**src/rtl/dispatch_pkg.sv**
```systemverilog
`default_nettype none
// ============================================================================
// Module      : dispatch_pkg
// Description : Shared encodings and opcode-to-target lookup for the
//               instruction dispatcher and its execution FSMs.
// Revision    : 1.0 - initial release
// ============================================================================
package dispatch_pkg;

    localparam logic [1:0] ST_IDLE   = 2'd0;
    localparam logic [1:0] ST_DECODE = 2'd1;
    localparam logic [1:0] ST_START  = 2'd2;
    localparam logic [1:0] ST_WAIT   = 2'd3;

    localparam logic [3:0] FSM_ALU  = 4'h0;
    localparam logic [3:0] FSM_LDI  = 4'h1;
    localparam logic [3:0] FSM_MOV  = 4'h2;
    localparam logic [3:0] FSM_NONE = 4'hF;

    localparam int OPC_MSB = 15;
    localparam int OPC_LSB = 12;
    localparam int P1_MSB  = 11;
    localparam int P1_LSB  = 6;
    localparam int P2_MSB  = 5;
    localparam int P2_LSB  = 0;

    // FSM_NONE doubles as the "illegal opcode" marker.
    function automatic logic [3:0] opcode_target(input logic [3:0] op);
        logic [3:0] tgt;
        if (op <= 4'h7)
            tgt = FSM_ALU;
        else if (op == 4'h8)
            tgt = FSM_LDI;
        else if (op == 4'h9)
            tgt = FSM_MOV;
        else
            tgt = FSM_NONE;
        return tgt;
    endfunction

    function automatic logic opcode_legal(input logic [3:0] op);
        return opcode_target(op) != FSM_NONE;
    endfunction

endpackage
`default_nettype wire

```
**src/rtl/dispatch_timeout_ctr.sv**
```systemverilog
`default_nettype none
// ============================================================================
// Module      : dispatch_timeout_ctr
// Description : Cycle counter that flags the last permitted wait cycle.
// Revision    : 1.0 - initial release
// ============================================================================
module dispatch_timeout_ctr #(
    parameter int TIMEOUT_CYCLES = 32
) (
    input  logic clk,
    input  logic rst_n,
    input  logic i_clear,
    input  logic i_enable,
    output logic o_expire
);

    localparam int c_ctr_w = (TIMEOUT_CYCLES > 1) ? $clog2(TIMEOUT_CYCLES) : 1;
    localparam logic [c_ctr_w-1:0] c_last = c_ctr_w'(TIMEOUT_CYCLES - 1);

    logic [c_ctr_w-1:0] r_count;

    always_ff @(posedge clk or negedge rst_n) begin
        if (!rst_n)
            r_count <= '0;
        else if (i_clear)
            r_count <= '0;
        else if (i_enable)
            r_count <= r_count + 1'b1;
    end

    assign o_expire = (r_count == c_last);

endmodule
`default_nettype wire

```
**src/rtl/instr_dispatch_fsm.sv**
```systemverilog
`default_nettype none
// ============================================================================
// Module      : instr_dispatch_fsm
// Description : Accepts instruction words, starts the matching execution FSM
//               and waits for its done pulse or a timeout.
// Revision    : 1.0 - initial release
// ============================================================================
module instr_dispatch_fsm
    import dispatch_pkg::*;
#(
    parameter int TIMEOUT_CYCLES = 32,
    parameter int CNT_W          = 16
) (
    input  logic             clk,
    input  logic             rst_n,
    input  logic             i_instr_valid,
    input  logic [15:0]      i_instr_data,
    output logic             o_instr_ready,
    output logic [3:0]       o_fsm_start,
    output logic [3:0]       o_opcode,
    output logic [5:0]       o_param1,
    output logic [5:0]       o_param2,
    input  logic             i_done,
    output logic             o_busy,
    output logic             o_retire,
    output logic             o_err_illegal,
    output logic             o_err_timeout,
    output logic [CNT_W-1:0] o_retired_count
);

    logic [1:0]       r_state;
    logic             r_ready;
    logic [3:0]       r_fsm_start;
    logic [3:0]       r_opcode;
    logic [5:0]       r_param1;
    logic [5:0]       r_param2;
    logic             r_busy;
    logic             r_retire;
    logic             r_err_illegal;
    logic             r_err_timeout;
    logic [CNT_W-1:0] r_retired_count;

    logic w_tmo_clear;
    logic w_tmo_enable;
    logic w_tmo_expire;

    assign w_tmo_clear  = (r_state == ST_START);
    assign w_tmo_enable = (r_state == ST_WAIT) && !i_done;

    dispatch_timeout_ctr #(
        .TIMEOUT_CYCLES (TIMEOUT_CYCLES)
    ) u_timeout_ctr (
        .clk      (clk),
        .rst_n    (rst_n),
        .i_clear  (w_tmo_clear),
        .i_enable (w_tmo_enable),
        .o_expire (w_tmo_expire)
    );

    always_ff @(posedge clk or negedge rst_n) begin
        if (!rst_n) begin
            r_state         <= ST_IDLE;
            r_ready         <= 1'b0;
            r_fsm_start     <= FSM_NONE;
            r_opcode        <= '0;
            r_param1        <= '0;
            r_param2        <= '0;
            r_busy          <= 1'b0;
            r_retire        <= 1'b0;
            r_err_illegal   <= 1'b0;
            r_err_timeout   <= 1'b0;
            r_retired_count <= '0;
        end else begin
            r_retire      <= 1'b0;
            r_err_illegal <= 1'b0;
            r_err_timeout <= 1'b0;
            r_fsm_start   <= FSM_NONE;

            case (r_state)
                ST_IDLE: begin
                    // Ready rises one cycle after re-entering IDLE.
                    if (r_ready && i_instr_valid) begin
                        r_opcode <= i_instr_data[OPC_MSB:OPC_LSB];
                        r_param1 <= i_instr_data[P1_MSB:P1_LSB];
                        r_param2 <= i_instr_data[P2_MSB:P2_LSB];
                        r_ready  <= 1'b0;
                        r_busy   <= 1'b1;
                        r_state  <= ST_DECODE;
                    end else begin
                        r_ready  <= 1'b1;
                    end
                end
                ST_DECODE: begin
                    if (opcode_legal(r_opcode)) begin
                        r_fsm_start <= opcode_target(r_opcode);
                        r_state     <= ST_START;
                    end else begin
                        r_err_illegal <= 1'b1;
                        r_busy        <= 1'b0;
                        r_state       <= ST_IDLE;
                    end
                end
                ST_START: begin
                    r_state <= ST_WAIT;
                end
                ST_WAIT: begin
                    // done takes priority over an expiring timeout.
                    if (i_done) begin
                        r_retire        <= 1'b1;
                        r_retired_count <= r_retired_count + 1'b1;
                        r_busy          <= 1'b0;
                        r_state         <= ST_IDLE;
                    end else if (w_tmo_expire) begin
                        r_err_timeout <= 1'b1;
                        r_busy        <= 1'b0;
                        r_state       <= ST_IDLE;
                    end
                end
                default: begin
                    r_busy  <= 1'b0;
                    r_state <= ST_IDLE;
                end
            endcase
        end
    end

    assign o_instr_ready   = r_ready;
    assign o_fsm_start     = r_fsm_start;
    assign o_opcode        = r_opcode;
    assign o_param1        = r_param1;
    assign o_param2        = r_param2;
    assign o_busy          = r_busy;
    assign o_retire        = r_retire;
    assign o_err_illegal   = r_err_illegal;
    assign o_err_timeout   = r_err_timeout;
    assign o_retired_count = r_retired_count;

endmodule
`default_nettype wire

```
**config.mk**
```make
export PLATFORM = sky130hd
export DESIGN_NAME = instr_dispatch_fsm
export DESIGN_NICKNAME = d
export VERILOG_FILES = /design/src/rtl/dispatch_pkg.sv /design/src/rtl/dispatch_timeout_ctr.sv /design/src/rtl/instr_dispatch_fsm.sv
export SDC_FILE = /design/constraint.sdc
export NUM_CORES = 1
export LEC_CHECK = 0
export ABC_AREA = 1
export CAP_MARGIN = 20
export CORE_ASPECT_RATIO = 1.2
export CORE_MARGIN = 1.5
export CORE_UTILIZATION = 30
export DETAILED_ROUTE_END_ITERATION = 10
export PLACE_DENSITY_LB_ADDON = 0.15
export SLEW_MARGIN = 20
export SYNTH_ARGS = -nofsm -noshare
export SYNTH_HDL_FRONTEND = slang
export SYNTH_HIERARCHICAL = 1
export SYNTH_SLANG_ARGS = --single-unit
```
**constraint.sdc**
```tcl
create_clock -name clk -period 1.96 [get_ports clk]
set_input_delay 0.294 -clock clk [delete_from_list [all_inputs] [get_ports clk]]
set_output_delay 0.294 -clock clk [all_outputs]
set_load 0.03 [all_outputs]
```
## After elaboration in Yosys (flattened, before gate mapping)

Index checks and enable logic that the tools add are counted.
W data, S select, Z words.

- Word-level logic and storage cells: 61
- Input port bits: 20
- Flip-flop bits (word level): 48

- Add/subtract/negate cells: 2
- Order comparisons: 1
- Multiplexer cells: 26
- Equality and inequality tests: 10
- Reductions and logical operators: 10

Operators with widths:

| operator | count |
|---|---|
| $mux W4 | 6 |
| $add A16 B1 Y16 const B | 1 |
| $mux W1 | 12 |
| $mux W5 | 2 |
| $eq A4 B4 Y1 const B | 2 |
| $mux W2 | 4 |
| $pmux W2 S4 | 1 |
| $reduce_and A2 Y1 | 3 |
| $add A5 B1 Y5 const B | 1 |
| $eq A5 B5 Y1 const B | 1 |
| $eq A2 B2 Y1 const B | 2 |
| $le A4 B3 Y1 const B | 1 |
| $ne A2 B2 Y1 const B | 2 |
| $ne A4 B4 Y1 const B | 1 |
| $reduce_and A4 Y1 | 1 |
| $ne A3 B2 Y1 const B | 1 |
| $pmux W1 S3 | 1 |
| $reduce_bool A3 Y1 | 1 |
| $eq A2 B1 Y1 const B | 1 |
| $logic_and A1 B1 Y1 | 2 |
| $logic_not A2 Y1 | 1 |
| $reduce_bool A2 Y1 | 1 |
| $logic_not A1 Y1 | 1 |

## Depth between registers and ports, before layout

Gate-level depths: netlist (run 1).

- Depth in word-level cells: 8
- Mapped depth: 11

## Modules after synthesis

Netlist (run 1), hierarchy kept.

By module, submodules not included:

| module | area each (um^2) | cells each | seq. area each (um^2) | times used |
|---|---|---|---|---|
| instr_dispatch_fsm | 1871.8 | 202 | 1054.8 | 1 |
| dispatch_timeout_ctr | 270.3 | 31 | 125.1 | 1 |

## Worst setup path after synthesis (run 1)

No wires, ideal clock.

- Path type: register -> register
- Start point: reg r_retired_count[0], in the netlist o_retired_count[0]
- End point: reg r_retired_count[14], in the netlist o_retired_count[14]
- Data arrival time: 1.344 ns
- Period minus slack after synthesis: 1.457 ns
- Data required time: 1.847 ns
- Cell stages (with the launch flop): 9
- Setup slack: 0.503 ns
- Path buffers: 0
- Path through: dfrtp_1 > ha_1 > nand2_1 > nor2_4 > nand2_4 > nor2_8 > nand3_1 > nand2_1 > inv_1

- Longest elaborated chain between the ends: 1

RTL lines:

| what | line | RTL |
|---|---|---|
| start: declaration | instr_dispatch_fsm.sv:41 | `logic [CNT_W-1:0] r_retired_count;` |
| start signal: assignment | instr_dispatch_fsm.sv:110 | `r_retired_count <= r_retired_count + 1'b1;` |
| $add A16 B1 Y16 | instr_dispatch_fsm.sv:110 |  |

Every way passes these cells.
A chain may end at the register's enable or synchronous reset.

## Worst setup path in the final report (run 1)

- Start point: reg r_fsm_start[2], in the netlist o_fsm_start[2]
- End point: out o_fsm_start[2]

RTL lines:

| what | line | RTL |
|---|---|---|
| start: declaration | instr_dispatch_fsm.sv:33 | `logic [3:0] r_fsm_start;` |
| start signal: assignment | instr_dispatch_fsm.sv:95 | `r_fsm_start <= opcode_target(r_opcode);` |
| end: declaration | instr_dispatch_fsm.sv:19 | `output logic [3:0] o_fsm_start,` |

No word-level cell between the ends.

==> results.txt, run 1 <==
The flow ran to the end, and the final reports show no timing, DRC or antenna violations. In the layout the commonest cells are sky130_fd_sc_hd__nand2_1 (89), sky130_fd_sc_hd__clkdlybuf4s50_1 (59), sky130_fd_sc_hd__dfrtp_1 (44), sky130_fd_sc_hd__inv_1 (22), sky130_fd_sc_hd__nor2_1 (12). Entering global routing, the biggest net connects 48 pins. The critical path is of the reg2out type. CTS saw 47 sinks. Synthesis inferred 47 register bits. Synthesis produced a netlist with a net count of 261. Count of buffer and inverter cells on the critical path: 1.

Setup slack on the worst reg-to-reg path comes out at 0.37 ns. The switching power as a share of total power was 40.7%. The critical path goes through clkdlybuf4s50_1. In the post-route analysis, the smallest setup slack over all paths is 0.150 ns.

Power comes to 3.80 mW. The growth of design area from synthesis to finish works out to 38.7%. The switching component of the power is 1.55 mW, and the number of gates resized after cts is 0. Cell internal power was estimated by the tool at 2.25 mW. Across all hold checks on the routed design, the worst slack comes to 0.470 ns. The highest net fanout along the worst path works out to 2. The tools report the overall routing resource usage as 12.7%. The clock transition time at the flip-flop clock pins of the worst setup and hold paths was 0.09 ns. Summing over every cut layer, the via total after detailed routing is 1669.

Wires add up to 4.36 mm. 61 I/O pins were placed. The H-tree generated during clock tree synthesis spans 2 levels. Leaving out fill and tap cells, the most frequent cell in the layout is sky130_fd_sc_hd__nand2_1. Setup repair after global routing left no endpoint under its margin. STA classifies the critical path startpoint as a flip-flop. At the end of the flow, the number of nets in the layout was 328. The tools report the HPWL after detailed placement as 3.18 mm. The max-cap check violation count came out at 0. At the later pin of the worst-skew pair, clock insertion delay measures 0.30 ns. For this configuration, the core starts out at a cell density of 31.3%. In the final routed layout, each cell accounts on average for 11.2 µm.

The die covers 7660 µm². The clock passes through at most 2 buffers. Combinational logic is responsible for 44.6% of the overall power. Timing would allow up to 552 MHz.

STA classifies the critical path endpoint as an output pin. In this run the tool buffered the top-level ports with 60 buffer cells. Floorplan row count: 33. The number of nets with antenna violations after detailed routing was 0.

Using the TritonRoute via totals, the vias-per-cell ratio works out to 4.30. The design area was 2970 µm²; the total congestion overflow after global routing was 0. The data required time of the critical path was 1.67 ns. The leakage power of the design was 1.46 nW; the initial antenna violation count was 0. Between clock sinks in the finished design, the worst skew comes to 0.00536 ns. The total area inside the core boundary comes to 6850 µm². The die is 95.6 µm tall. The slowest stage cell on the critical path was sky130_fd_sc_hd__clkdlybuf4s50_1. The instance area at placement is 2860 µm². The tools report the filler cell count as 721. After layout, the worst path uses 92.4% of the clock period.

The worst min-delay path category is reg2reg. The final critical path time including I/O delays and setup is 1.81 ns. Setup violations remaining at the end of the flow were counted as 0. Worst setup timing slack at the placement stage: 0.280 ns.

Summing every instance area after synthesis gives 2140 µm². TritonCTS built the clock tree. The number of instances in the synthesized netlist was 233; the number of warnings issued by yosys was 6.

0 antenna diodes ended up in the layout. Dividing total power by cell area gives a power density of 1280 nW/µm². The floorplan step set the die width to 80.1 µm. The run gives 0 as the final routed DRC violation total. In this run the clock root is driven by a sky130_fd_sc_hd__clkbuf_8.

The worst path arrival time was 1.52 ns. The logs give 150 for the first-iteration detailed-routing DRC count and 5 for the number of buffers created by CTS. The share of layout cells above drive strength 1 was 11.0%.

The clock network fraction of design power was 17.0%. The distinct cell type count of the synthesized netlist came out at 26. For the global-route wire length before repair, the log shows 7.42 mm.

The sequential cells in the finished layout cover a total of 1180 µm². The hold violation total from the final report came out at 0. The cell family contributing the most delay on the critical path is buffers and inverters. The number of global-route vias before repair is 1609, and the part of the total power dissipated in sequential elements is 38.4%. In this run the tightest slew margin relative to its limit is 76.9%. The average footprint of a synthesized cell came out at 9.19 µm². VDD sags by at most 520 µV. The number of detailed-routing iterations run before antenna repair was 4; the transition time of the tightest slew-check pin was 0.346 ns.

The maximum cell stage delay along the critical path is 0.67 ns. Adding up every negative setup slack in the final design gives 0 ns. The max-slew violation count was 0; the weighted congestion at the end of routability-driven global placement was 0.760. For the area occupied by multi-input gates, the log shows 858 µm².

Summing the sequential cell areas from Yosys gives 55.1% of the chip area.
-- registers in the layout (all words and copies together), names as in the netlist, named ones only --
name	flops
o_opcode	4
o_instr_ready	1
u_timeout_ctr/r_count	5
r_state	1
o_param2	6
o_err_timeout	1
o_param1	6
o_retired_count	16
o_retire	1
o_err_illegal	1
o_busy	1
o_fsm_start	3
-- metal layers --
layer | vias up | GRT usage (%) | wire length (µm)
li1 | 847 | - | -
met1 | 769 | 16.1 | 2020
met5 | - | 0 | 0
met3 | 6 | 4.21 | 307
met2 | 47 | 20.4 | 1970
met4 | 0 | 3.88 | 61
-- power groups by stage --
stage | clock network, mW | logic (mW) | registers, mW
5_1_grt | 0.714 | 1.87 | 1.50
6_report | 0.646 | 1.70 | 1.46
3_5_place_dp | 0 | 1.73 | 1.48
4_1_cts | 0.682 | 1.73 | 1.47
2_1_floorplan | 0 | 0.582 | 1.92
3_3_place_gp | 0 | 1.71 | 1.48
-- metrics by stage --
| step | utilization, % | cells |
|---|---|---|
| floorplan | - | 233 |
| global placement | 41.7 | 379 |
| detailed placement | 41.7 | 379 |
| CTS | 43.3 | 388 |
| global route | 43.3 | 388 |
| finish | 43.3 | 388 |
-- final timing paths --
check,start,end,cells after the start
setup / recovery,o_fsm_start[2],o_fsm_start[2],1
hold / removal,o_opcode[0],o_fsm_start[0],1
setup reg to reg,flip-flop,u_timeout_ctr/r_count[3],8
hold reg to reg,o_opcode[0],o_fsm_start[0],1
max in group asynchronous,rst_n,o_fsm_start[0],3
min in group asynchronous,rst_n,o_retired_count[2],3
-- synthesized netlist by cell type (all sizes together) --
cell,number,area [µm²]
nor3b,1,7.51
nor3,1,5.00
o21ai,7,35.0
nand2,94,370
inv,23,86.3
dfrtp,44,1100
xor2,5,43.8
a21oi,3,18.8
nand3,5,35.0
nor2,22,136
xnor2,6,52.6
ha,8,100
dfstp,3,78.8
o211ai,1,7.51
nand4,5,31.3
nand3b,2,15.0
buf,3,17.5
-- area by class of cell --
class,instances,share of cell area (%)
Clock buffer,7,3.24
Tap cell,87,3.66
Inverter,23,2.91
Sequential cell,47,39.7
Timing Repair Buffer,63,21.3
Clock inverter,1,0.253
Multi-Input combinational cell,160,28.9
-- logic make-up after synthesis --
group                    share of synthesized area [%]
XOR/XNOR                                          4.50
adder cells (fa/ha/maj)                           4.67
AO/OA/AOI/OAI                                     2.86
AND/OR/NAND/NOR                                   28.0
buffers and inverters                             4.85
flip-flops                                        55.1
-- repair_timing --
action	CTS	global route
hold buffers	1	0
hold endpoints to repair	44	0
setup buffers	0	0
No activity file was read; power rests on OpenSTA's default activity.
==> inputs of run 2 (changes only) <==
CORE_UTILIZATION = 47   (was 30)
HOLD_SLACK_MARGIN = 0.12   (was unset)
==> run 2 against run 1 <==
Net effect:
- flip-flop and latch count did not move
- clock power is 2% lower
- via count is 0.36% higher
- die area fell by 35%
- largest power group unchanged
- total power fell by 0.19%
- global-route usage is 6.8 points higher
==> results.txt, run 2 (synthesis results as in run 1) <==
Traced cell by cell, the critical path runs through clkdlybuf4s50_1. The number of ports placed on the die boundary is 61. Slowest stage cell on the critical path: sky130_fd_sc_hd__clkdlybuf4s50_1. VDD sags by at most 756 µV. Leaving out fill and tap cells, the most frequent cells in the layout are sky130_fd_sc_hd__nand2_1 (89), sky130_fd_sc_hd__clkdlybuf4s50_1 (59), sky130_fd_sc_hd__dfrtp_1 (44), sky130_fd_sc_hd__inv_1 (22), sky130_fd_sc_hd__nor2_1 (12). The tools report the initial antenna violation count as 0.

The hold buffer count at cts came out at 1. The tools report the overall routing resource usage as 19.5%. The tools report the worst path arrival time as 1.51 ns. The clock transition time at the flip-flop clock pins of the worst setup and hold paths came out at 0.08 ns. The quantity of I/O buffers inserted on ports was 60; the highest net fanout along the worst path was 2. The tools report the instance area at placement as 2820 µm². The final layout net count is 328, and the final critical path time including I/O delays and setup is 1.80 ns. Hold path startpoint: o_param1[3].

Before CTS, the worst setup slack after placement is 0.263 ns. The least setup slack across all paths after layout came out at 0.158 ns. The commonest non-fill, non-tap cell in the layout was sky130_fd_sc_hd__nand2_1. Between clock sinks in the finished design, the worst skew comes to 0.00314 ns.

The global-route wire length before repair is 7.40 mm. The count of buffer and inverter cells on the critical path is 1, and the vias per cell is 4.69. First element of the critical path: o_fsm_start[2]. TritonCTS built the clock tree. The max-slew violation count came out at 0. For the insertion delay to the later sink of the worst-skew pair, the log shows 0.30 ns. Summing over every cut layer, the via total after detailed routing is 1675. The floorplan row count was 26.

For this design the total switching power over the nets is 1.54 mW. The utilization of the core after routing came out at 67.7%. At the end of routability-driven placement, the weighted congestion stood at 0.789. Setup repair after global routing left no endpoint under its margin.

The total overflow left after global routing is 0. After detailed routing, the number of remaining DRC violations is 0. In this run, post-CTS repair resized a total of 0 instances. For this run, the top clock speed supported by timing is 555 MHz. The routed length per instance is 11.9 µm, and the die outline height is 77.0 µm.

The register with the most flip-flops in the layout has 16 of them. The run gives 4.24 mm as the total routed wirelength. The run gives 44.9% as the combinational power share.

The area growth from synthesis to layout is 36.7%. Including well taps, the total number of placed cells is 348. Share of layout cells above drive strength 1: 10.6%. For the total number of clock tree sinks, the log shows 47.

After the flow finishes, the layout carries non-filler instances totaling 357. The worst setup path category is reg2out. STA classifies the critical path startpoint as a flip-flop. In this run the deepest clock path goes through 2 buffers. The max-cap check violation count is 0, and the part of the total power dissipated in sequential elements is 38.5%. The run gives 2930 µm² as the design area. Hold timing on the final database bottoms out at a slack of 0.474 ns. Detailed placement finished with a half-perimeter wire length of 3.15 mm. The setup fix buffers added after clock tree synthesis is 0, and the tightest slew margin relative to the limit is 77.2%. The H-tree was split into 2 levels. The first-iteration detailed-routing DRC count is 66. Adding up every negative setup slack in the final design gives 0 ns. The maximum cell stage delay along the critical path works out to 0.66 ns. The total power is 3.80 mW.

The cell family contributing the most delay on the critical path was buffers and inverters. For this design the static power due to leakage is 1.46 nW. The core region is 4330 µm².

The total power divided by cell area was 1300 nW/µm²; the switching power as a share of total power was 40.5%. For this run, the detailed router's first-pass iteration total came to 4. The category of the worst setup path capture point is an output pin. The run finished with clean final reports. The number of global-route vias before repair was 1624; the die outline area was 4970 µm². The die outline width works out to 64.6 µm. In this run the clock root is driven by a sky130_fd_sc_hd__clkbuf_8.

At the pin with the least slew margin, the transition time is 0.341 ns. Worst min-delay path category: reg2reg. Data on the critical path is required at its endpoint by 1.67 ns.

The hold violation total from the final report is 0, and the cell-internal power is 2.26 mW. Once detail routing completed, the nets flagged for antenna violations numbered 0. Entering global routing, the biggest net connects 48 pins. For the number of buffers created by CTS, the log shows 5. Clock network fraction of design power: 16.6%. The repair_antennas step left the layout with diodes totalling 0.

The post-route clock period utilization was 91.9%. The initial utilization of the core area, before any placement, comes to 49.5%. Setup violations remaining at the end of the flow were counted as 0.
[run 2: layout make-up]
class                      instances  area, µm²
tap                               56       70.1
clock buffer                       8        100
inverter                          23       86.3
fill                             359       1400
multi-input combinational        160        858
sequential                        47       1180
timing repair buffer              63        633
[run 2: final timing paths]
check                           slack, ns  cells after the start                       end
worst max-delay path                 0.16                      1            o_fsm_start[3]
worst min-delay path                 0.47                      2               o_param1[3]
worst max register to register       0.39                      8  u_timeout_ctr/r_count[3]
worst min register to register       0.47                      2               o_param1[3]
max in group asynchronous            1.18                      3            o_fsm_start[2]
min in group asynchronous            0.50                      3        o_retired_count[4]
[run 2: power groups by stage]
stage | Sequential (mW) | Combinational (mW) | Clock, mW
finish | 1.46 | 1.70 | 0.631
global route | 1.51 | 1.86 | 0.692
CTS | 1.46 | 1.72 | 0.656
detailed placement | 1.48 | 1.72 | 0
global placement | 1.47 | 1.68 | 0
floorplan | 1.92 | 0.582 | 0
[run 2: per-layer routing]
layer | share of wire, % | track usage, % | vias to the layer above
li1 | - | - | 848
met1 | 44 | 25.1 | 786
met2 | 50 | 30.6 | 36
met3 | 3.5 | 5.28 | 5
met4 | 1.7 | 8.51 | 0
met5 | 0 | 0 | -
==> inputs of run 3 (changes only) <==
CORE_UTILIZATION = 28   (was 47)
==> run 3 against run 2 <==
Net effect:
- maximum frequency grew 0.16%
- critical path type unchanged
- clock skew grew 0.0041 ns
- largest cell class unchanged
- setup slack gained 0.0028 ns
==> results.txt, run 3 (synthesis results as in run 1) <==
Of the available clock period, the critical path in the final layout requires 91.8%. For the number of global-route vias before repair, the log shows 1690. In this run the static leakage power is 1.47 nW. The area growth from synthesis to layout is 40.0%. Detailed routing inserted a total of 1654 vias. The setup skew after layout is 0.00728 ns, and the pin count of the biggest net entering global routing is 48. The max-cap check violation count was 0.

For this run, the slowest stage of the critical path takes 0.66 ns. Headroom to the max-slew limit came out at 60.3%. The die outline height was 98.8 µm.

The tools report the number of gates resized after cts as 0. Once the clock tree was built, the setup fixing pass inserted 0 buffers. The critical path is of the reg2out type. Buffers inserted during clock tree synthesis total 5. Along the worst path, the maximum fanout reaches 2. The logs give 67 for the first-iteration detailed-routing DRC count and 0 for the total congestion overflow after global routing. Worst min-delay path category: reg2reg. The category of the worst setup path capture point is an output pin. The logs give 0.29 ns for the insertion delay to the later sink of the worst-skew pair and 0 for the hold violation total from the final report. The fmax came out at 556 MHz. For the maximum VDD drop, the log shows 585 µV.

The count of buffer and inverter cells on the critical path works out to 1. Dividing the detail-routed wire length by the instance count gives 11.4 µm. The die covers 8190 µm². After the flow finishes, the layout carries non-filler instances totaling 392.

The overall routing resource usage is 11.7%, and the data required time of the critical path is 1.67 ns. The quantity of I/O buffers inserted on ports is 60, and the final layout net count is 329. The core region is 7320 µm². The vias per cell works out to 4.22. The transition time of the tightest slew-check pin works out to 0.595 ns.

The worst path in the final design needs a cycle of 1.80 ns, including I/O delays and setup. The worst-case register-to-register setup slack is 0.37 ns. Once placement finished, the instance area stood at 2860 µm².

Setup violations remaining at the end of the flow were counted as 0. Routability-driven placement finished with a final weighted congestion of 0.724. The tools report the worst path arrival time as 1.51 ns. In this run, placement finished with an instance count of 383. The max-slew violation count came out at 0. TritonCTS built the clock tree. The register with the most flip-flops in the layout has 16 of them. Among all stages on the critical path, the largest delay is contributed by sky130_fd_sc_hd__clkdlybuf4s50_1.

The worst setup path is launched from a flip-flop. The final routed DRC violation total was 0. The number of nets with antenna violations after detailed routing came out at 0.

The library cell used most frequently in the layout, excluding fill and tap cells, is sky130_fd_sc_hd__nand2_1. The H-tree depth is 2, and the total power divided by cell area is 1340 nW/µm². For the buffer levels on the longest clock path, the log shows 2.

The critical path goes through clkdlybuf4s50_1. The tools report the number of ports placed on the die boundary as 61. Hold buffer count at cts: 1. In the layout the commonest cells are sky130_fd_sc_hd__nand2_1 (89), sky130_fd_sc_hd__clkdlybuf4s50_1 (59), sky130_fd_sc_hd__dfrtp_1 (44), sky130_fd_sc_hd__inv_1 (22), sky130_fd_sc_hd__nor2_1 (12). The tools report the floorplan row count as 34. The number of detailed-routing iterations run before antenna repair was 4; the share of layout cells above drive strength 1 was 10.9%.

The die is 82.8 µm wide. The run gives 0 ns as the final setup TNS. Wires add up to 4.47 mm. The flow ran to the end, and the final reports show no timing, DRC or antenna violations. Summed over all nets, the half-perimeter wirelength after detailed placement is 3.25 mm. The library cell used as clock root buffer is sky130_fd_sc_hd__clkbuf_8.

Design area: 3000 µm². For this configuration, the core starts out at a cell density of 29.3%. The cell family contributing the most delay on the critical path is buffers and inverters.

The tools report the antenna cell count as 0. The first global-routing pass estimated 7.83 mm of wire. The initial antenna violation count is 0. The tree built by TritonCTS fans out to 47 sinks. Setup repair after global routing left no endpoint under its margin. The clock transition time at the flip-flop clock pins of the worst setup and hold paths is 0.09 ns. Cells fill 41.0% of the core in the end. For the worst hold slack across all endpoints, the log shows 0.476 ns.
-- run 3: cell count changes in the layout (fill, tap and decap cells not counted), sizes merged --
cell / delta
buf: +1
bufinv: +2
clkbuf: -2
-- run 3: worst paths after layout --
path | from | endpoint | cells after the start
max | o_fsm_start[2] | o_fsm_start[3] | 1
max reg2reg | flip-flop | u_timeout_ctr/r_count[3] | 8
min | o_param2[5] | o_param2[5] | 2
min reg2reg | o_param2[5] | o_param2[5] | 2
min in group asynchronous | rst_n | u_timeout_ctr/r_count[3] | 3
max in group asynchronous | rst_n | o_retired_count[13] | 3
-- run 3: per-stage QoR --
step / power (mW) / setup slack (ns)
floorplan: 2.50 / 0.503
global placement: 3.20 / 0.292
detailed placement: 3.21 / 0.268
CTS: 4.08 / 0.141
global route: 4.30 / 0.106
finish: 4.00 / 0.161
-- run 3: final cells by class --
cell class,count,area [µm²]
repair buffers,64,628
well taps,90,113
clock buffers,6,72.6
fillers,746,4320
multi-input cells,160,858
flip-flops and latches,47,1180
inverters,23,86.3
clock inverters,2,60.1
-- run 3: layer usage --
metal / vias to the layer above / wire [µm] / global-route usage, %
li1: 852 / - / -
met1: 762 / 2050 / 14.3
met2: 36 / 2180 / 20.0
met3: 4 / 188 / 3.10
met4: 0 / 42 / 3.85
met5: - / 0 / 0
-- run 3: power breakdown --
| group | leakage, nW | switching (mW) | internal [mW] |
|---|---|---|---|
| logic | 0.809 | 1.03 | 0.672 |
| clock network | 0.0654 | 0.321 | 0.510 |
| registers | 0.599 | 0.203 | 1.26 |
| total | 1.47 | 1.56 | 2.45 |
-- run 3: worst register-to-register path, stage by stage, from the launching register on --
cell	delay, ns
sky130_fd_sc_hd__dfrtp_1	0.42
sky130_fd_sc_hd__ha_1	0.28
sky130_fd_sc_hd__inv_1	0.11
sky130_fd_sc_hd__nor2_1	0.28
sky130_fd_sc_hd__nor2_2	0.11
sky130_fd_sc_hd__nor2_4	0.13
sky130_fd_sc_hd__nand3_2	0.06
sky130_fd_sc_hd__nand2_1	0.07
sky130_fd_sc_hd__nor2_2	0.03
